`config.mk`:
```
export PLATFORM = sky130hd
export DESIGN_NAME = led_fade_array
export DESIGN_NICKNAME = d
export VERILOG_FILES = /design/src/rtl/led_fade_array.sv
export SDC_FILE = /design/constraint.sdc
export NUM_CORES = 1
export LEC_CHECK = 0
export CAP_MARGIN = 25
export CORE_UTILIZATION = 35
export DETAILED_ROUTE_END_ITERATION = 8
export SLEW_MARGIN = 20
export SYNTH_ARGS = -nofsm -noshare
export SYNTH_HDL_FRONTEND = slang
export SYNTH_SLANG_ARGS = --single-unit
```
`constraint.sdc`:
```
create_clock -name clk -period 4 [get_ports clk]
set_input_delay 0.8 -clock clk [delete_from_list [all_inputs] [get_ports clk]]
set_output_delay 0.8 -clock clk [all_outputs]
set_load 0.05 [all_outputs]
```
`src/rtl/led_fade_array.sv`:
```
// led_fade_array: multi-channel LED PWM driver with OFF, STATIC, BREATHE and
// BLINK modes. All channels share one PWM period counter and one update
// counter; each channel keeps its own mode, target, working and applied duty.
module led_fade_array #(
   parameter int  N_CH           = 3,
   parameter int  PWM_INTERVAL   = 1200,
   parameter int  UPDATE_PERIODS = 100,
   parameter int  STEP           = 12,
   parameter int  ACTIVE_LOW     = 1,
   localparam int DW             = $clog2(PWM_INTERVAL + 1),
   localparam int CHW            = (N_CH > 1) ? $clog2(N_CH) : 1
) (
   input  logic            clk,
   input  logic            rst_n,
   input  logic            wr_en,
   input  logic [CHW-1:0]  wr_ch,
   input  logic [1:0]      wr_mode,
   input  logic [DW-1:0]   wr_level,
   output logic [N_CH-1:0] pwm_out,
   output logic            period_tick,
   output logic            update_tick
);

   localparam int UW = (UPDATE_PERIODS > 1) ? $clog2(UPDATE_PERIODS) : 1;

   localparam logic [DW-1:0] L_CNT_LAST = DW'(PWM_INTERVAL - 1);
   localparam logic [DW-1:0] L_FULL     = DW'(PWM_INTERVAL);
   localparam logic [UW-1:0] L_UPD_LAST = UW'(UPDATE_PERIODS - 1);
   // Step at one extra bit so duty + STEP never wraps before clamping
   localparam logic [DW:0]   L_STEP_X   = (DW + 1)'(STEP);
   localparam logic [DW-1:0] L_STEP     = DW'(STEP);
   // Output level of a dark LED
   localparam logic          L_IDLE     = (ACTIVE_LOW != 0) ? 1'b1 : 1'b0;

   localparam logic [1:0] MODE_OFF     = 2'd0;
   localparam logic [1:0] MODE_STATIC  = 2'd1;
   localparam logic [1:0] MODE_BREATHE = 2'd2;

   logic [DW-1:0] r_pwm_cnt;
   logic [UW-1:0] r_upd_cnt;
   logic          w_period_tick;
   logic          w_update_tick;
   logic [DW-1:0] w_level;

   // Ticks are gated with rst_n so they stay low for the whole reset
   assign w_period_tick = rst_n && (r_pwm_cnt == L_CNT_LAST);
   assign w_update_tick = w_period_tick && (r_upd_cnt == L_UPD_LAST);
   assign period_tick   = w_period_tick;
   assign update_tick   = w_update_tick;

   // Requested level clamped to 100 % duty
   assign w_level = (wr_level > L_FULL) ? L_FULL : wr_level;

   // Shared PWM period counter, 0..PWM_INTERVAL-1
   always_ff @(posedge clk or negedge rst_n) begin
      if (!rst_n) begin
         r_pwm_cnt <= '0;
      end else if (w_period_tick) begin
         r_pwm_cnt <= '0;
      end else begin
         r_pwm_cnt <= r_pwm_cnt + DW'(1);
      end
   end

   // Shared update counter, advances once per PWM period
   always_ff @(posedge clk or negedge rst_n) begin
      if (!rst_n) begin
         r_upd_cnt <= '0;
      end else if (w_update_tick) begin
         r_upd_cnt <= '0;
      end else if (w_period_tick) begin
         r_upd_cnt <= r_upd_cnt + UW'(1);
      end
   end

   for (genvar gi = 0; gi < N_CH; gi++) begin : g_ch
      localparam logic [CHW-1:0] L_ID = CHW'(gi);

      logic [1:0]    r_mode;
      logic [DW-1:0] r_target;
      logic [DW-1:0] r_duty;
      logic          r_dir_down;
      logic [DW-1:0] r_applied;
      logic          r_pwm;
      logic          w_wr_hit;
      logic [DW:0]   w_sum;

      // Out-of-range channel numbers never match any instance
      assign w_wr_hit = wr_en && (wr_ch == L_ID);
      assign w_sum    = {1'b0, r_duty} + L_STEP_X;

      // Configuration load and working-duty evolution; a write beats an update
      always_ff @(posedge clk or negedge rst_n) begin
         if (!rst_n) begin
            r_mode     <= MODE_OFF;
            r_target   <= '0;
            r_duty     <= '0;
            r_dir_down <= 1'b0;
         end else if (w_wr_hit) begin
            r_mode     <= wr_mode;
            r_target   <= w_level;
            r_duty     <= '0;
            r_dir_down <= 1'b0;
         end else begin
            case (r_mode)
               MODE_OFF: begin
                  r_duty <= '0;
               end
               MODE_STATIC: begin
                  r_duty <= r_target;
               end
               MODE_BREATHE: begin
                  if (w_update_tick) begin
                     if (r_target == '0) begin
                        r_duty <= '0;
                     end else if (!r_dir_down) begin
                        if (w_sum >= {1'b0, r_target}) begin
                           r_duty     <= r_target;
                           r_dir_down <= 1'b1;
                        end else begin
                           r_duty <= w_sum[DW-1:0];
                        end
                     end else begin
                        if ({1'b0, r_duty} <= L_STEP_X) begin
                           r_duty     <= '0;
                           r_dir_down <= 1'b0;
                        end else begin
                           r_duty <= r_duty - L_STEP;
                        end
                     end
                  end
               end
               default: begin
                  // BLINK: alternate between dark and target
                  if (w_update_tick) begin
                     r_duty <= (r_duty == '0) ? r_target : '0;
                  end
               end
            endcase
         end
      end

      // Applied duty only changes at period boundaries, never mid-period
      always_ff @(posedge clk or negedge rst_n) begin
         if (!rst_n) begin
            r_applied <= '0;
         end else if (w_period_tick) begin
            r_applied <= r_duty;
         end
      end

      // Registered PWM compare with polarity applied
      always_ff @(posedge clk or negedge rst_n) begin
         if (!rst_n) begin
            r_pwm <= L_IDLE;
         end else begin
            r_pwm <= (r_pwm_cnt < r_applied) ^ L_IDLE;
         end
      end

      assign pwm_out[gi] = r_pwm;
   end

endmodule

```
## Word level (Yosys, flattened, before mapping)

Cells that the tools add are included.

- Shifts and indexed selects: 0
- $mul: 0
- Bitwise operators: 3
- Equality and inequality tests: 16
- Divide/modulo/power cells: 0
- Add/subtract/negate cells: 8
- Reduce and logical (&&, ||, !) cells: 31
- Magnitude comparators: 10
- Multiplexer cells: 52

Operators by type and width:

| cell | number |
|---|---|
| two-way mux 11 bit | 26 |
| one-hot mux 11 bit (3 select lines) | 3 |
| zero test 11 bit | 6 |
| adder 11 x 4 -> 12 bit (second input constant) | 3 |
| greater-or-equal comparator 12 x 11 -> 1 bit | 3 |
| <= comparator 11 x 4 -> 1 bit (second input constant) | 3 |
| less-than comparator 11 bit | 3 |
| subtractor 11 x 4 -> 11 bit (second input constant) | 3 |
| two-way mux 1 bit | 21 |
| two-way mux 7 bit | 2 |
| nonzero test 2 bit | 7 |
| nonzero test 4 bit | 3 |
| adder 11 x 1 -> 11 bit (second input constant) | 1 |
| equality test 11 bit (second input constant) | 1 |
| greater-than comparator 11 bit (second input constant) | 1 |
| inequality test 3 bit (second input constant) | 3 |
| AND reduction 3 bit | 3 |
| equality test 2 x 1 -> 1 bit (second input constant) | 4 |
| equality test 2 bit (second input constant) | 4 |
| zero test 2 bit | 4 |
| adder 7 x 1 -> 7 bit (second input constant) | 1 |
| equality test 7 bit (second input constant) | 1 |
| inequality test 2 bit (second input constant) | 3 |
| AND reduction 2 bit | 3 |
| 2 further kinds | 8 |

- Register bits after elaboration: 129
- Bits in read-only memories: 0
- Logic and storage cells: 140
- Bits in latches: 0
- Bits in writable memories: 0
- Memories: 0

## Depth between registers and ports, before layout

Gate-level depths: netlist of the first run.

- Word-level depth: 8
- Depth in mapped cells: 14
- Gate-level depth less buffers: 12

## Least setup slack after synthesis of the first run

OpenSTA, ideal clock, no wires.

- Path kind: flip-flop to flip-flop
- Start point: reg g_ch[0].r_duty[3]
- End point: reg g_ch[0].r_duty[0]
- Cell stages (with the launch flop): 13
- Data arrival time: 2.959 ns
- Clock period less this slack: 3.084 ns
- Library setup time: 0.125 ns
- Setup slack: 0.916 ns
- Buffers on the path: 1
- Cells stage by stage: dfrtp_1 clkbuf_1 inv_1 ha_1 nor3_1 xnor2_1 ha_1 and3_1 a221o_1 a31oi_2 nand3_1 a31o_1 mux2_2

- Word-level cells in the longest chain between the ends: 8
- Elaborated cells between the ends (all ways): 13
- Those cells by class: add/sub (1); order compare (2); mux (9); reduce/logical (1)

Ends and longest elaborated chain:

| what | line | source |
|---|---|---|
| from (decl) | 81 | `logic [DW-1:0] r_duty;` |
| from (signal assigned) | 110 | `r_duty <= r_target;` |
| from (signal assigned) | 118 | `r_duty <= r_target;` |
| from (signal assigned) | 121 | `r_duty <= w_sum[DW-1:0];` |
| adder 11 x 4 -> 12 bit | 90 | `assign w_sum = {1'b0, r_duty} + L_STEP_X;` |
| greater-or-equal comparator 12 x 11 -> 1 bit | 117 | `if (w_sum >= {1'b0, r_target}) begin` |
| two-way mux 11 bit | 117 |  |
| two-way mux 11 bit | 116 | `end else if (!r_dir_down) begin` |
| two-way mux 11 bit | 114 | `if (r_target == '0) begin` |
| two-way mux 11 bit | 113 | `if (w_update_tick) begin` |
| one-hot mux 11 bit (3 select lines) * | 105 | `case (r_mode)` |
| two-way mux 11 bit * | 99 | `end else if (w_wr_hit) begin` |

Mark *: on every way between the ends. The rest lies on a longest branch, timed or not. The select of a mux whose other input is x is not followed.
A chain may end at the register's enable or synchronous reset.

## Worst setup path after layout of the first run

- Start point: reg g_ch[0].r_duty[2]
- End point: reg g_ch[0].r_duty[0]

Same word-level chain as after synthesis.

==> results of run 1 <==
## registers in the layout, summed over array words and instances (netlist names)
signal           cells
g_ch.r_target       33
r_upd_cnt            7
r_pwm_cnt           11
g_ch.r_pwm           3
g_ch.r_dir_down      3
g_ch.r_mode          6
g_ch.r_duty         33
g_ch.r_applied      33
## worst max path at each step
stage	startpoint	to	slack [ps]	cells after the start
2_1_floorplan	g_ch[0].r_duty[3]	g_ch[0].r_duty[0]	920	12
3_3_place_gp	g_ch[0].r_duty[2]	g_ch[0].r_duty[0]	670	11
3_5_place_dp	g_ch[0].r_duty[2]	g_ch[0].r_duty[0]	610	11
4_1_cts	g_ch[0].r_duty[2]	g_ch[0].r_duty[0]	590	11
5_1_grt	g_ch[0].r_duty[2]	g_ch[0].r_duty[0]	340	11
6_report	g_ch[0].r_duty[2]	g_ch[0].r_duty[0]	550	11
## power by group through the flow
stage	Clock [mW]	Sequential, mW	Combinational [mW]
after floorplan	0	1.60	1.74
after global placement	0	1.85	2.03
after detailed placement	0	1.86	2.00
after CTS	1.53	1.83	2.02
after global routing	1.58	1.88	2.31
final	1.50	1.85	2.06
## worst max-delay path, cell delays in order (launching register included)
cell                      delay, ps
sky130_fd_sc_hd__dfrtp_1        520
sky130_fd_sc_hd__inv_2          100
sky130_fd_sc_hd__ha_1           280
sky130_fd_sc_hd__nor3_1         250
sky130_fd_sc_hd__xnor2_1        180
sky130_fd_sc_hd__ha_1           290
sky130_fd_sc_hd__and3_1         220
sky130_fd_sc_hd__a221o_1        310
sky130_fd_sc_hd__a31oi_2        260
sky130_fd_sc_hd__nand3_1        360
sky130_fd_sc_hd__a31o_1         330
sky130_fd_sc_hd__mux2_2         250
## final cells by class
| cell class | count | share of cell area, % |
|---|---|---|
| clock inverter | 11 | 1.073 |
| sequential | 129 | 32.61 |
| timing repair buffer | 34 | 3.547 |
| tap | 324 | 4.090 |
| clock buffer | 21 | 4.645 |
| multi-input combinational | 749 | 50.71 |
| inverter | 88 | 3.332 |
## metal layers
layer | part of all wire, % | vias up
met1 | 49 | 3667
met3 | 3.3 | 33
met5 | 0 | -
met4 | 2.1 | 0
met2 | 46 | 154
li1 | - | 3689
## through the flow
stage                     setup slack [ps]  hold WS [ps]  util [%]  std cells  power [mW]
after global routing                 338.1         357.3     40.40       1356       5.765
after CTS                            590.1         484.8     40.29       1355       5.386
after global placement               672.0         463.4     37.98       1323       3.885
after floorplan                      915.9         450.9         -       1024       3.337
final                                546.4         335.2     40.40       1356       5.406
after detailed placement             614.4         471.6     37.98       1323       3.860
## cell families after synthesis
kind of cell / Yosys count / synth area share (%)
AOI/OAI and AO/OA: 310 / 22.70
DFF: 129 / 36.55
and+or+nand+nor: 299 / 16.97
muxes: 15 / 1.783
xor gates and xnor gates: 54 / 5.349
buffers and inverters: 146 / 6.608
adders and majority gates: 71 / 10.05
## placed cells by master, fill, tap and decap left out, types with 9 or more instances in the layout
cell type,count
sky130_fd_sc_hd__dfrtp_1,126
sky130_fd_sc_hd__nand2_1,121
sky130_fd_sc_hd__o21ai_0,96
sky130_fd_sc_hd__inv_1,85
sky130_fd_sc_hd__ha_1,71
sky130_fd_sc_hd__a21oi_1,49
sky130_fd_sc_hd__nor2_1,36
sky130_fd_sc_hd__xnor2_1,33
sky130_fd_sc_hd__o21ai_1,28
sky130_fd_sc_hd__xor2_1,21
sky130_fd_sc_hd__nand3_1,21
sky130_fd_sc_hd__o211ai_1,21
sky130_fd_sc_hd__nor3_1,19
sky130_fd_sc_hd__clkdlybuf4s50_1,19
sky130_fd_sc_hd__clkbuf_16,17
sky130_fd_sc_hd__a31oi_1,16
sky130_fd_sc_hd__nand2b_1,14
sky130_fd_sc_hd__and3_1,13
sky130_fd_sc_hd__nand4_1,13
sky130_fd_sc_hd__nor4_1,12
sky130_fd_sc_hd__a21o_1,11
sky130_fd_sc_hd__buf_4,11
sky130_fd_sc_hd__and2_1,10
sky130_fd_sc_hd__a22oi_1,9
sky130_fd_sc_hd__mux2i_1,9
==> insert_results.sql, run 1 <==
INSERT INTO impl_metrics (metric_group, metric, value, unit) VALUES
('finish', 'antenna_cells', '0', ''),
('finish', 'post_route_cells_drive_above_1_share', '6.589', '%'),
('power', 'peakVddDrop', '0.0003091', 'V'),
('worst_setup_path', 'r2r-start', 'g_ch[0].r_duty[2]', ''),
('power', 'power.leakage', '4.319', 'nW'),
('sta', 'min_period', '3454', 'ps'),
('grt', 'grtUsageTotal', '19.36', '%'),
('power', 'comb_power_share', '38.0', '%'),
('worst_setup_path', 'regToRegSetupSlack', '550', 'ps'),
('sta', 'fin_clk_skew', '17.05', 'ps'),
('grt', 'grt_overflow_total', '0', ''),
('place', 'place.detailed.hpwl', '17660', 'um'),
('yosys', 'synth_top_cell_by_area', 'sky130_fd_sc_hd__dfrtp_1', ''),
('worst_setup_path', 'rr_worst_depth', '11', ''),
('power', 'switching_share', '40.90', '%'),
('cts', 'cts_sinks', '129', ''),
('cts', 'post_cts_buffers', '0', ''),
('yosys', 'synth_async_sr_flop_share', '100.0', '%'),
('yosys', 'synth.top_cell.area_share', '35.66', '%'),
('die', 'floorplan.core_area', '0.02453', 'sq mm'),
('sta', 'worstMarginPinSlew', '807.0', 'ps'),
('finish', 'register_area', '0.003232', 'sq mm'),
('power', 'switchingPower', '2.211', 'mW'),
('grt', 'number_of_global_route_vias_before_repair', '7283', ''),
('worst_setup_path', 'critical_path_required', '4310', 'ps'),
('yosys', 'synth.ff_latch_count', '129', ''),
('cts', 'clk_transition_reported_paths', '60', 'ps'),
('detailed_routing', 'vias', '7543', ''),
('sta', 'finalMaxSlewViolations', '0', ''),
('cts', 'cts_tree', 'yes', ''),
('die', 'fp.dieW', '160.9', 'um'),
('die', 'row_count', '57', ''),
('worst_setup_path', 'crit-reg2reg-capture', 'g_ch[0].r_duty[0]', ''),
('worst_setup_path', 'timing.critical_path.arrival', '3770', 'ps'),
('worst_setup_path', 'worstSetupStartpointType', 'flop', ''),
('sta', 'setup_viol', '0', ''),
('sta', 'timing.fmax', '289.6', 'MHz'),
('yosys', 'synth_area_leaders', 'sky130_fd_sc_hd__dfrtp_1, sky130_fd_sc_hd__ha_1, sky130_fd_sc_hd__o21ai_0', ''),
('finish', 'filler_cell_count', '2538', ''),
('finish', 'final_nets', '1108', ''),
('yosys', 'synth.distinct_cells', '85', ''),
('worst_setup_path', 'crit_path_end_kind', 'flop', ''),
('detailed_routing', 'detail_route.iter0.violations', '771', ''),
('cts', 'cts-root-buf', 'sky130_fd_sc_hd__clkbuf_16', ''),
('yosys', 'synthFlopType', 'sky130_fd_sc_hd__dfrtp_1', ''),
('sta', 'rsz_0062_raised_after_global_routing', 'false', ''),
('yosys', 'postSynthAreaPerCell', '8.635', 'sq um'),
('sta', 'post-route-period-util', '86.34', '%'),
('flow_run', 'cap_violations', '0', ''),
('status', 'result_of_the_run', 'finished, final reports clean', ''),
('detailed_routing', 'routedWlPerCell', '17.70', 'um'),
('sta', 'final-hold-violation-count', '0', ''),
('cts', 'cts_h_tree_depth', '4', ''),
('die', 'ios', '23', ''),
('sta', 'timing.max_slew.rel_slack', '46.20', '%'),
('power', 'internal-power', '3.195', 'mW'),
('die', 'initial_utilization', '36.04', '%'),
('yosys', 'post_synth_instance_area', '0.008842', 'sq mm'),
('grt', 'gr-max-usage-layer', 'met2', ''),
('detailed_routing', 'drtAntennaViolNets', '0', ''),
('grt', 'gr_met1_demand_resource', '27.84', '%'),
('die', 'dieHeight', '160.9', 'um'),
('place', 'detailed_place.area', '0.009318', 'sq mm'),
('cts', 'cts-buffers-inserted', '17', ''),
('grt', 'grtUsageMet3', '3.073', '%'),
('power', 'power_density', '545.4', 'mW/mm^2'),
('grt', 'met2_usage', '29.47', '%'),
('grt', 'antenna_found_initial', '1', ''),
('grt', 'grt_first_pass_wirelength', '39720', 'um'),
('yosys', 'synth.yosys.seq_area_share', '36.55', '%'),
('cts', 'post_cts_hold_buffer_count', '0', '');
No activity file was read; power rests on OpenSTA's default activity.
==> run 2: changes to the inputs <==
--- a/config.mk
+++ b/config.mk
@@ -8,6 +8,8 @@
 export CAP_MARGIN = 25
 export CORE_UTILIZATION = 35
 export DETAILED_ROUTE_END_ITERATION = 8
+export DONT_BUFFER_PORTS = 1
+export SETUP_SLACK_MARGIN = 0.3
 export SLEW_MARGIN = 20
 export SYNTH_ARGS = -nofsm -noshare
 export SYNTH_HDL_FRONTEND = slang
==> run 2 against run 1 <==
Effect of this change:
- clock-buffer cell count fell by 4
- worst setup slack improved by 26 ps
- clock skew down 8.1 ps
- fmax grew 0.76%
- wire length shrank 1.3%
- die area stayed put
- flip-flop and latch count unchanged
- first-iteration DRC count down 3.1%
- largest cell class unchanged
- largest power group unchanged
==> insert_results.sql, run 2 (synthesis gave the netlist of run 1 again) <==
INSERT INTO impl_metrics (metric_group, metric, value, unit) VALUES
('power', 'power_density', '556.7', 'mW/mm^2'),
('sta', 'timing.max_slew.rel_slack', '44.13', '%'),
('die', 'row_count', '57', ''),
('detailed_routing', 'drt_pass1_iterations', '8', ''),
('cts', 'cts-root-buf', 'sky130_fd_sc_hd__clkbuf_16', ''),
('die', 'ios', '23', ''),
('sta', 'fin_clk_skew', '8.945', 'ps'),
('grt', 'maximum_number_of_pins_on_one_net_before_global_route_repair', '131', ''),
('worst_setup_path', 'worstPathCellList', 'inv_2 -> ha_1 -> nor3_1 -> xnor2_1 -> ha_1 -> and3_1 -> a221o_1 -> a31oi_2 -> nand3_1 -> a31o_1 -> mux2_2', ''),
('worst_setup_path', 'crit_slowest_cell', 'sky130_fd_sc_hd__dfrtp_1', ''),
('sta', 'timing.hold.ws', '79.36', 'ps'),
('die', 'fp.dieW', '160.9', 'um'),
('worst_setup_path', 'crit_fanout', '9', ''),
('detailed_routing', 'routedWlPerCell', '17.80', 'um'),
('die', 'floorplan.core_area', '0.02453', 'sq mm'),
('worst_hold_path', 'min_path_type', 'primary input to async pin', ''),
('detailed_routing', 'detail_route.iter0.violations', '747', ''),
('detailed_routing', 'wl', '23690', 'um'),
('worst_setup_path', 'worstSetupStartpointType', 'flop', ''),
('cts', 'post_cts_buffers', '0', ''),
('sta', 'final-hold-violation-count', '0', ''),
('detailed_routing', 'drtAntennaViolNets', '0', ''),
('finish', 'largest_registers', 'g_ch.r_applied: 33 flops, g_ch.r_duty: 33 flops, g_ch.r_target: 33 flops', ''),
('worst_setup_path', 'cp_slowest_stage_delay', '510', 'ps'),
('finish', 'filler_cell_count', '2543', ''),
('flow_run', 'cap_violations', '0', ''),
('cts', 'post_cts_hold_buffer_count', '0', ''),
('worst_setup_path', 'crit_path_end_kind', 'flop', ''),
('grt', 'grt_overflow_total', '0', ''),
('grt', 'grt_first_pass_wirelength', '38780', 'um'),
('die', 'dieHeight', '160.9', 'um'),
('sta', 'post-route-period-util', '85.69', '%'),
('sta', 'timing.fmax', '291.8', 'MHz'),
('worst_setup_path', 'crit-reg2reg-capture', 'g_ch[0].r_duty[0]', ''),
('worst_setup_path', 'critPathKind', 'flop to flop', ''),
('finish', 'post_route_cells_drive_above_1_share', '6.455', '%'),
('detailed_routing', 'topRoutingLayerUsed', 'met4', ''),
('sta', 'min_period', '3427', 'ps'),
('grt', 'antenna_found_initial', '0', ''),
('cts', 'ctsLongestPathBuffers', '2', ''),
('worst_setup_path', 'rr_worst_depth', '11', ''),
('power', 'peakVddDrop', '0.0003411', 'V'),
('place', 'detailedPlace.worstSlack', '617.8', 'ps'),
('worst_setup_path', 'timing.critical_path.arrival', '3740', 'ps'),
('worst_setup_path', 'crit_top_cell', 'sky130_fd_sc_hd__ha_1', ''),
('grt', 'grtUsageTotal', '19.00', '%'),
('sta', 'setup_viol', '0', ''),
('detailed_routing', 'route.detailed.vias_per_inst', '5.518', ''),
('sta', 'worstMarginPinSlew', '838.1', 'ps'),
('place', 'place_congestion', '0.9330', ''),
('finish', 'mostFrequentLayoutCell', 'sky130_fd_sc_hd__dfrtp_1', ''),
('cts', 'cts-buffers-inserted', '17', ''),
('die', 'initial_utilization', '36.04', '%'),
('place', 'place.detailed.hpwl', '17610', 'um'),
('place', 'port-buffer-count', '0', ''),
('detailed_routing', 'm1WireLength', '11220', 'um'),
('grt', 'number_of_global_route_vias_before_repair', '7084', ''),
('status', 'result_of_the_run', 'finished, final reports clean', ''),
('sta', 'sum_of_negative_setup_slack', '0', 'ps'),
('detailed_routing', 'detailroute.wirelength.met2', '10660', 'um'),
('detailed_routing', 'route.detailed.drc', '0', ''),
('worst_setup_path', 'r2r-start', 'g_ch[0].r_duty[2]', ''),
('worst_setup_path', 'critical_path_required', '4310', 'ps'),
('finish', 'flow.area_growth_from_synthesis', '8.844', '%'),
('cts', 'cts_h_tree_depth', '4', ''),
('finish', 'layout_common_cells', 'sky130_fd_sc_hd__dfrtp_1, sky130_fd_sc_hd__nand2_1, sky130_fd_sc_hd__o21ai_0, sky130_fd_sc_hd__inv_1, sky130_fd_sc_hd__ha_1', ''),
('detailed_routing', 'detail_route_met3_wl', '1358', 'um'),
('worst_setup_path', 'regToRegSetupSlack', '570', 'ps'),
('cts', 'worst_skew_pair.late_latency', '420', 'ps'),
('sta', 'finalMaxSlewViolations', '0', ''),
('detailed_routing', 'vias', '7344', ''),
('finish', 'final_nets', '1083', ''),
('cts', 'cts_sinks', '129', ''),
('cts', 'post_cts_resized', '0', ''),
('power', 'power.leakage', '4.196', 'nW'),
('cts', 'clk_transition_reported_paths', '60', 'ps'),
('finish', 'postLayoutCoreUtil', '39.23', '%'),
('sta', 'rsz_0062_raised_after_global_routing', 'false', ''),
('die', 'floorplan.die_area', '0.02590', 'sq mm'),
('sta', 'setup_ws', '572.6', 'ps'),
('finish', 'antenna_cells', '0', ''),
('cts', 'cts_tree', 'yes', '');
## run 2: metal layers
| metal | vias up | global-route usage (%) |
|---|---|---|
| met1 | 3466 | 26.97 |
| met2 | 223 | 29.13 |
| met4 | 0 | 6.261 |
| met5 | - | 0 |
| li1 | 3623 | - |
| met3 | 32 | 3.280 |
## run 2: worst max-delay path by stage
stage / to / slack, ps / depth (start not counted) / start
floorplan: g_ch[0].r_duty[0] / 920 / 12 / g_ch[0].r_duty[3]
global placement: g_ch[0].r_duty[0] / 680 / 11 / g_ch[0].r_duty[2]
detailed placement: g_ch[0].r_duty[0] / 620 / 11 / g_ch[0].r_duty[2]
CTS: g_ch[0].r_duty[0] / 600 / 11 / g_ch[0].r_duty[2]
global route: g_ch[2].r_duty[10] / 310 / 12 / g_ch[2].r_duty[2]
finish: g_ch[0].r_duty[0] / 570 / 11 / g_ch[0].r_duty[2]
## run 2: layout make-up
class,instances,area (sq um),area share [%]
Timing Repair Buffer,9,67.56,0.7020
Clock inverter,15,137.6,1.430
Tap cell,324,405.4,4.212
Clock buffer,17,425.4,4.420
Inverter,88,330.3,3.432
Multi-Input combinational cell,749,5026,52.22
Sequential cell,129,3232,33.58
## run 2: where the power goes
part	leakage, nW	internal (mW)	switching [mW]
combinational	2.41	0.828	1.19
clock	0.258	0.859	0.632
sequential	1.53	1.46	0.388
total	4.20	3.15	2.21
## run 2: stage by stage
| step | cells | power (mW) | area [sq um] |
|---|---|---|---|
| after global routing | 1331 | 5.710 | 9624 |
| final | 1331 | 5.358 | 9624 |
| after floorplan | 1024 | 3.337 | 8842 |
| after detailed placement | 1299 | 3.830 | 9061 |
| after CTS | 1331 | 5.350 | 9624 |
| after global placement | 1299 | 3.832 | 9061 |
## run 2: worst max-delay path: cells and delay by family (launching register included)
| family | cells | cell delay, ps |
|---|---|---|
| multiplexers | 1 | 250 |
| AO/OA/AOI/OAI | 3 | 910 |
| XOR/XNOR | 1 | 180 |
| flip-flops | 1 | 510 |
| AND/OR/NAND/NOR | 3 | 800 |
| adder cells (fa/ha/maj) | 2 | 560 |
| buffers and inverters | 1 | 110 |
==> run 3: changes to the inputs <==
==> constraint.sdc (replaced) <==
create_clock -name clk -period 2.9 [get_ports clk]
set_input_delay 0.58 -clock clk [delete_from_list [all_inputs] [get_ports clk]]
set_output_delay 0.58 -clock clk [all_outputs]
set_load 0.05 [all_outputs]
==> run 3 against run 2 <==
Effect of this change:
- the flow now finishes with violations (negative hold slack)
- clock power grew 58%
- cell count grew 8.3%
- critical path depth is the same
- cell area grew 16%
- global-route usage grew 1.3 points
- sequential power grew 25%
- worst setup slack lost 520 ps
- via count grew 9.0%
- clock-buffer cell count grew 5
- fmax grew 20%
- wire length grew 11%
- core utilization grew 6.1 points
- critical path type unchanged
==> insert_results.sql, run 3 (synthesis gave the netlist of run 1 again) <==
INSERT INTO impl_metrics (metric_group, metric, value, unit) VALUES
('status', 'result_of_the_run', 'finished, violations left', ''),
('status', 'failed_checks', 'negative hold slack', ''),
('worst_setup_path', 'r2r-start', 'g_ch[0].r_duty[2]', ''),
('worst_setup_path', 'timing.critical_path.arrival', '3150', 'ps'),
('worst_setup_path', 'cp-startpoint', 'g_ch[0].r_duty[2]', ''),
('finish', 'mostFrequentLayoutCell', 'sky130_fd_sc_hd__nand2_1', ''),
('sta', 'timing.fmax', '351.4', 'MHz'),
('finish', 'final_nets', '1193', ''),
('sta', 'finalMaxSlewViolations', '0', ''),
('grt', 'grtUsageTotal', '20.27', '%'),
('cts', 'cts_tree', 'yes', ''),
('finish', 'post_route_cells_drive_above_1_share', '22.29', '%'),
('worst_setup_path', 'crit_fanout', '6', ''),
('die', 'floorplan.die_area', '0.02590', 'sq mm'),
('place', 'port-buffer-count', '0', ''),
('worst_setup_path', 'critPathKind', 'flop to flop', ''),
('detailed_routing', 'wl', '26390', 'um'),
('detailed_routing', 'route.detailed.vias_per_inst', '5.553', ''),
('worst_setup_path', 'crit_top_cell', 'sky130_fd_sc_hd__a31oi_4', ''),
('place', 'place_congestion', '0.9360', ''),
('cts', 'cts-root-buf', 'sky130_fd_sc_hd__clkbuf_16', ''),
('sta', 'post-route-period-util', '98.13', '%'),
('die', 'initial_utilization', '36.04', '%'),
('worst_setup_path', 'crit_path_end_kind', 'flop', ''),
('power', 'seqPwrFrac', '24.9', '%'),
('cts', 'cts_sinks', '129', ''),
('worst_setup_path', 'worstPathCellList', 'inv_4 -> ha_4 -> nor3_4 -> xnor2_2 -> ha_1 -> and3_4 -> a221o_1 -> a31oi_4 -> a31oi_4 -> o22ai_2 -> mux2_4', ''),
('finish', 'layout_common_cells', 'sky130_fd_sc_hd__nand2_1, sky130_fd_sc_hd__dfrtp_1, sky130_fd_sc_hd__buf_4, sky130_fd_sc_hd__o21ai_0, sky130_fd_sc_hd__inv_1', ''),
('place', 'detailedPlace.worstSlack', '28.88', 'ps'),
('sta', 'worstMarginPinSlew', '905.5', 'ps'),
('finish', 'flow.area_growth_from_synthesis', '25.87', '%'),
('cts', 'ctsLongestPathBuffers', '2', ''),
('die', 'fp.dieW', '160.9', 'um'),
('finish', 'postLayoutCoreUtil', '45.36', '%'),
('die', 'ios', '23', ''),
('worst_setup_path', 'cp_slowest_stage_delay', '410', 'ps'),
('grt', 'grt_overflow_total', '0', ''),
('sta', 'setup_ws', '54.23', 'ps'),
('cts', 'cts_h_tree_depth', '4', ''),
('sta', 'timing.max_slew.rel_slack', '39.63', '%'),
('worst_setup_path', 'regToRegSetupSlack', '50', 'ps'),
('sta', 'fin_clk_skew', '9.736', 'ps'),
('power', 'power_density', '831.6', 'mW/mm^2'),
('power', 'peakVddDrop', '0.0004686', 'V'),
('die', 'row_count', '57', ''),
('detailed_routing', 'routedWlPerCell', '18.32', 'um'),
('worst_setup_path', 'critical_path_required', '3200', 'ps'),
('finish', 'antenna_cells', '0', ''),
('power', 'post-layout-total-power', '9.255', 'mW'),
('power', 'switching_share', '38.47', '%'),
('flow_run', 'cap_violations', '0', ''),
('grt', 'number_of_global_route_vias_before_repair', '7633', ''),
('finish', 'final_instance_area', '0.01113', 'sq mm'),
('sta', 'timing.hold.ws', '-154.2', 'ps'),
('sta', 'min_period', '2846', 'ps'),
('grt', 'maximum_number_of_pins_on_one_net_before_global_route_repair', '131', ''),
('sta', 'setup_viol', '0', ''),
('detailed_routing', 'drt_pass1_iterations', '5', ''),
('power', 'internal-power', '5.695', 'mW'),
('power', 'switchingPower', '3.560', 'mW'),
('worst_setup_path', 'crit_end', 'g_ch[0].r_duty[0]', ''),
('power', 'power.leakage', '4.940', 'nW'),
('detailed_routing', 'route.detailed.drc', '0', ''),
('power', 'share_clk_of_total_power', '25.5', '%'),
('place', 'place.detailed.hpwl', '18490', 'um'),
('worst_setup_path', 'crit-reg2reg-capture', 'g_ch[0].r_duty[0]', ''),
('sta', 'final-hold-violation-count', '126', ''),
('place', 'detailed_place.area', '0.009594', 'sq mm'),
('detailed_routing', 'vias', '8002', ''),
('detailed_routing', 'detail_route.iter0.violations', '606', ''),
('finish', 'largest_registers', 'g_ch.r_applied: 33 flops, g_ch.r_duty: 33 flops, g_ch.r_target: 33 flops', ''),
('detailed_routing', 'drtAntennaViolNets', '0', ''),
('die', 'floorplan.core_area', '0.02453', 'sq mm'),
('grt', 'grt_first_pass_wirelength', '41310', 'um'),
('worst_setup_path', 'crit_slowest_cell', 'sky130_fd_sc_hd__dfrtp_2', ''),
('worst_setup_path', 'rr_worst_depth', '11', ''),
('cts', 'clk_transition_reported_paths', '60', 'ps'),
('cts', 'worst_skew_pair.late_latency', '420', 'ps'),
('worst_setup_path', 'worstSetupStartpointType', 'flop', ''),
('cts', 'cts-buffers-inserted', '17', ''),
('power', 'comb_power_share', '49.6', '%'),
('grt', 'antenna_found_initial', '0', ''),
('worst_hold_path', 'min_path_type', 'primary input to async pin', ''),
('sta', 'rsz_0062_raised_after_global_routing', 'true', ''),
('die', 'dieHeight', '160.9', 'um');
-- run 3: metrics by stage --
stage | TNS [ps] | instances
6_report | 0 | 1441
5_1_grt | -3.708 | 1441
4_1_cts | 0 | 1409
3_5_place_dp | 0 | 1357
3_3_place_gp | 0 | 1357
2_1_floorplan | 0 | 1024
-- run 3: how the worst min path moves through the flow --
| stage | startpoint | end | slack, ps | cells past startpoint |
|---|---|---|---|---|
| 2_1_floorplan | rst_n | g_ch[0].r_applied[0] | 280 | 0 |
| 3_3_place_gp | rst_n | g_ch[2].r_duty[3] | 290 | 0 |
| 3_5_place_dp | rst_n | g_ch[2].r_duty[3] | 290 | 0 |
| 4_1_cts | rst_n | g_ch[2].r_duty[3] | -160 | 0 |
| 5_1_grt | rst_n | g_ch[2].r_duty[3] | -170 | 0 |
| 6_report | rst_n | g_ch[2].r_duty[3] | -150 | 0 |
-- run 3: power by group through the flow --
stage	Clock [mW]	Combinational, mW	Sequential [mW]
after floorplan	0	2.60	2.21
after global placement	0	3.43	2.30
after detailed placement	0	3.42	2.30
after CTS	2.39	3.77	2.28
after global routing	2.47	4.94	2.33
final	2.36	4.59	2.31
-- run 3: final cells by class --
class	count	area, sq um
clock buffer	22	454.2
fill	2367	13400
clock inverter	10	182.7
tap	324	405.4
sequential	129	3241
inverter	88	335.3
multi-input combinational	750	5537
timing repair buffer	118	974.7
-- run 3: what timing repair did --
| action | CTS | global route |
|---|---|---|
| endpoints found under the setup margin | 34 | 37 |
| resized for setup | 32 | 77 |
| setup buffers | 20 | 31 |
| cloned | 0 | 1 |
| hold endpoints to repair | 126 | 126 |
| pin swaps | 24 | 56 |
-- run 3: routing by layer --
layer | GRT usage, % | up-vias | part of all wire [%]
li1 | - | 3848 | -
met1 | 28.27 | 3857 | 47
met2 | 31.39 | 247 | 46
met3 | 3.383 | 50 | 4.9
met4 | 7.461 | 0 | 2.5
met5 | 0 | - | 0
-- run 3: worst max-delay path: cells and delay by family, from the launching register on --
| kind | cells | cell delay (ps) |
|---|---|---|
| AO/OA/AOI/OAI | 4 | 940 |
| multiplexers | 1 | 310 |
| adder cells (fa/ha/maj) | 2 | 470 |
| AND/OR/NAND/NOR | 2 | 370 |
| buffers and inverters | 1 | 60 |
| XOR/XNOR | 1 | 160 |
| flip-flops | 1 | 410 |
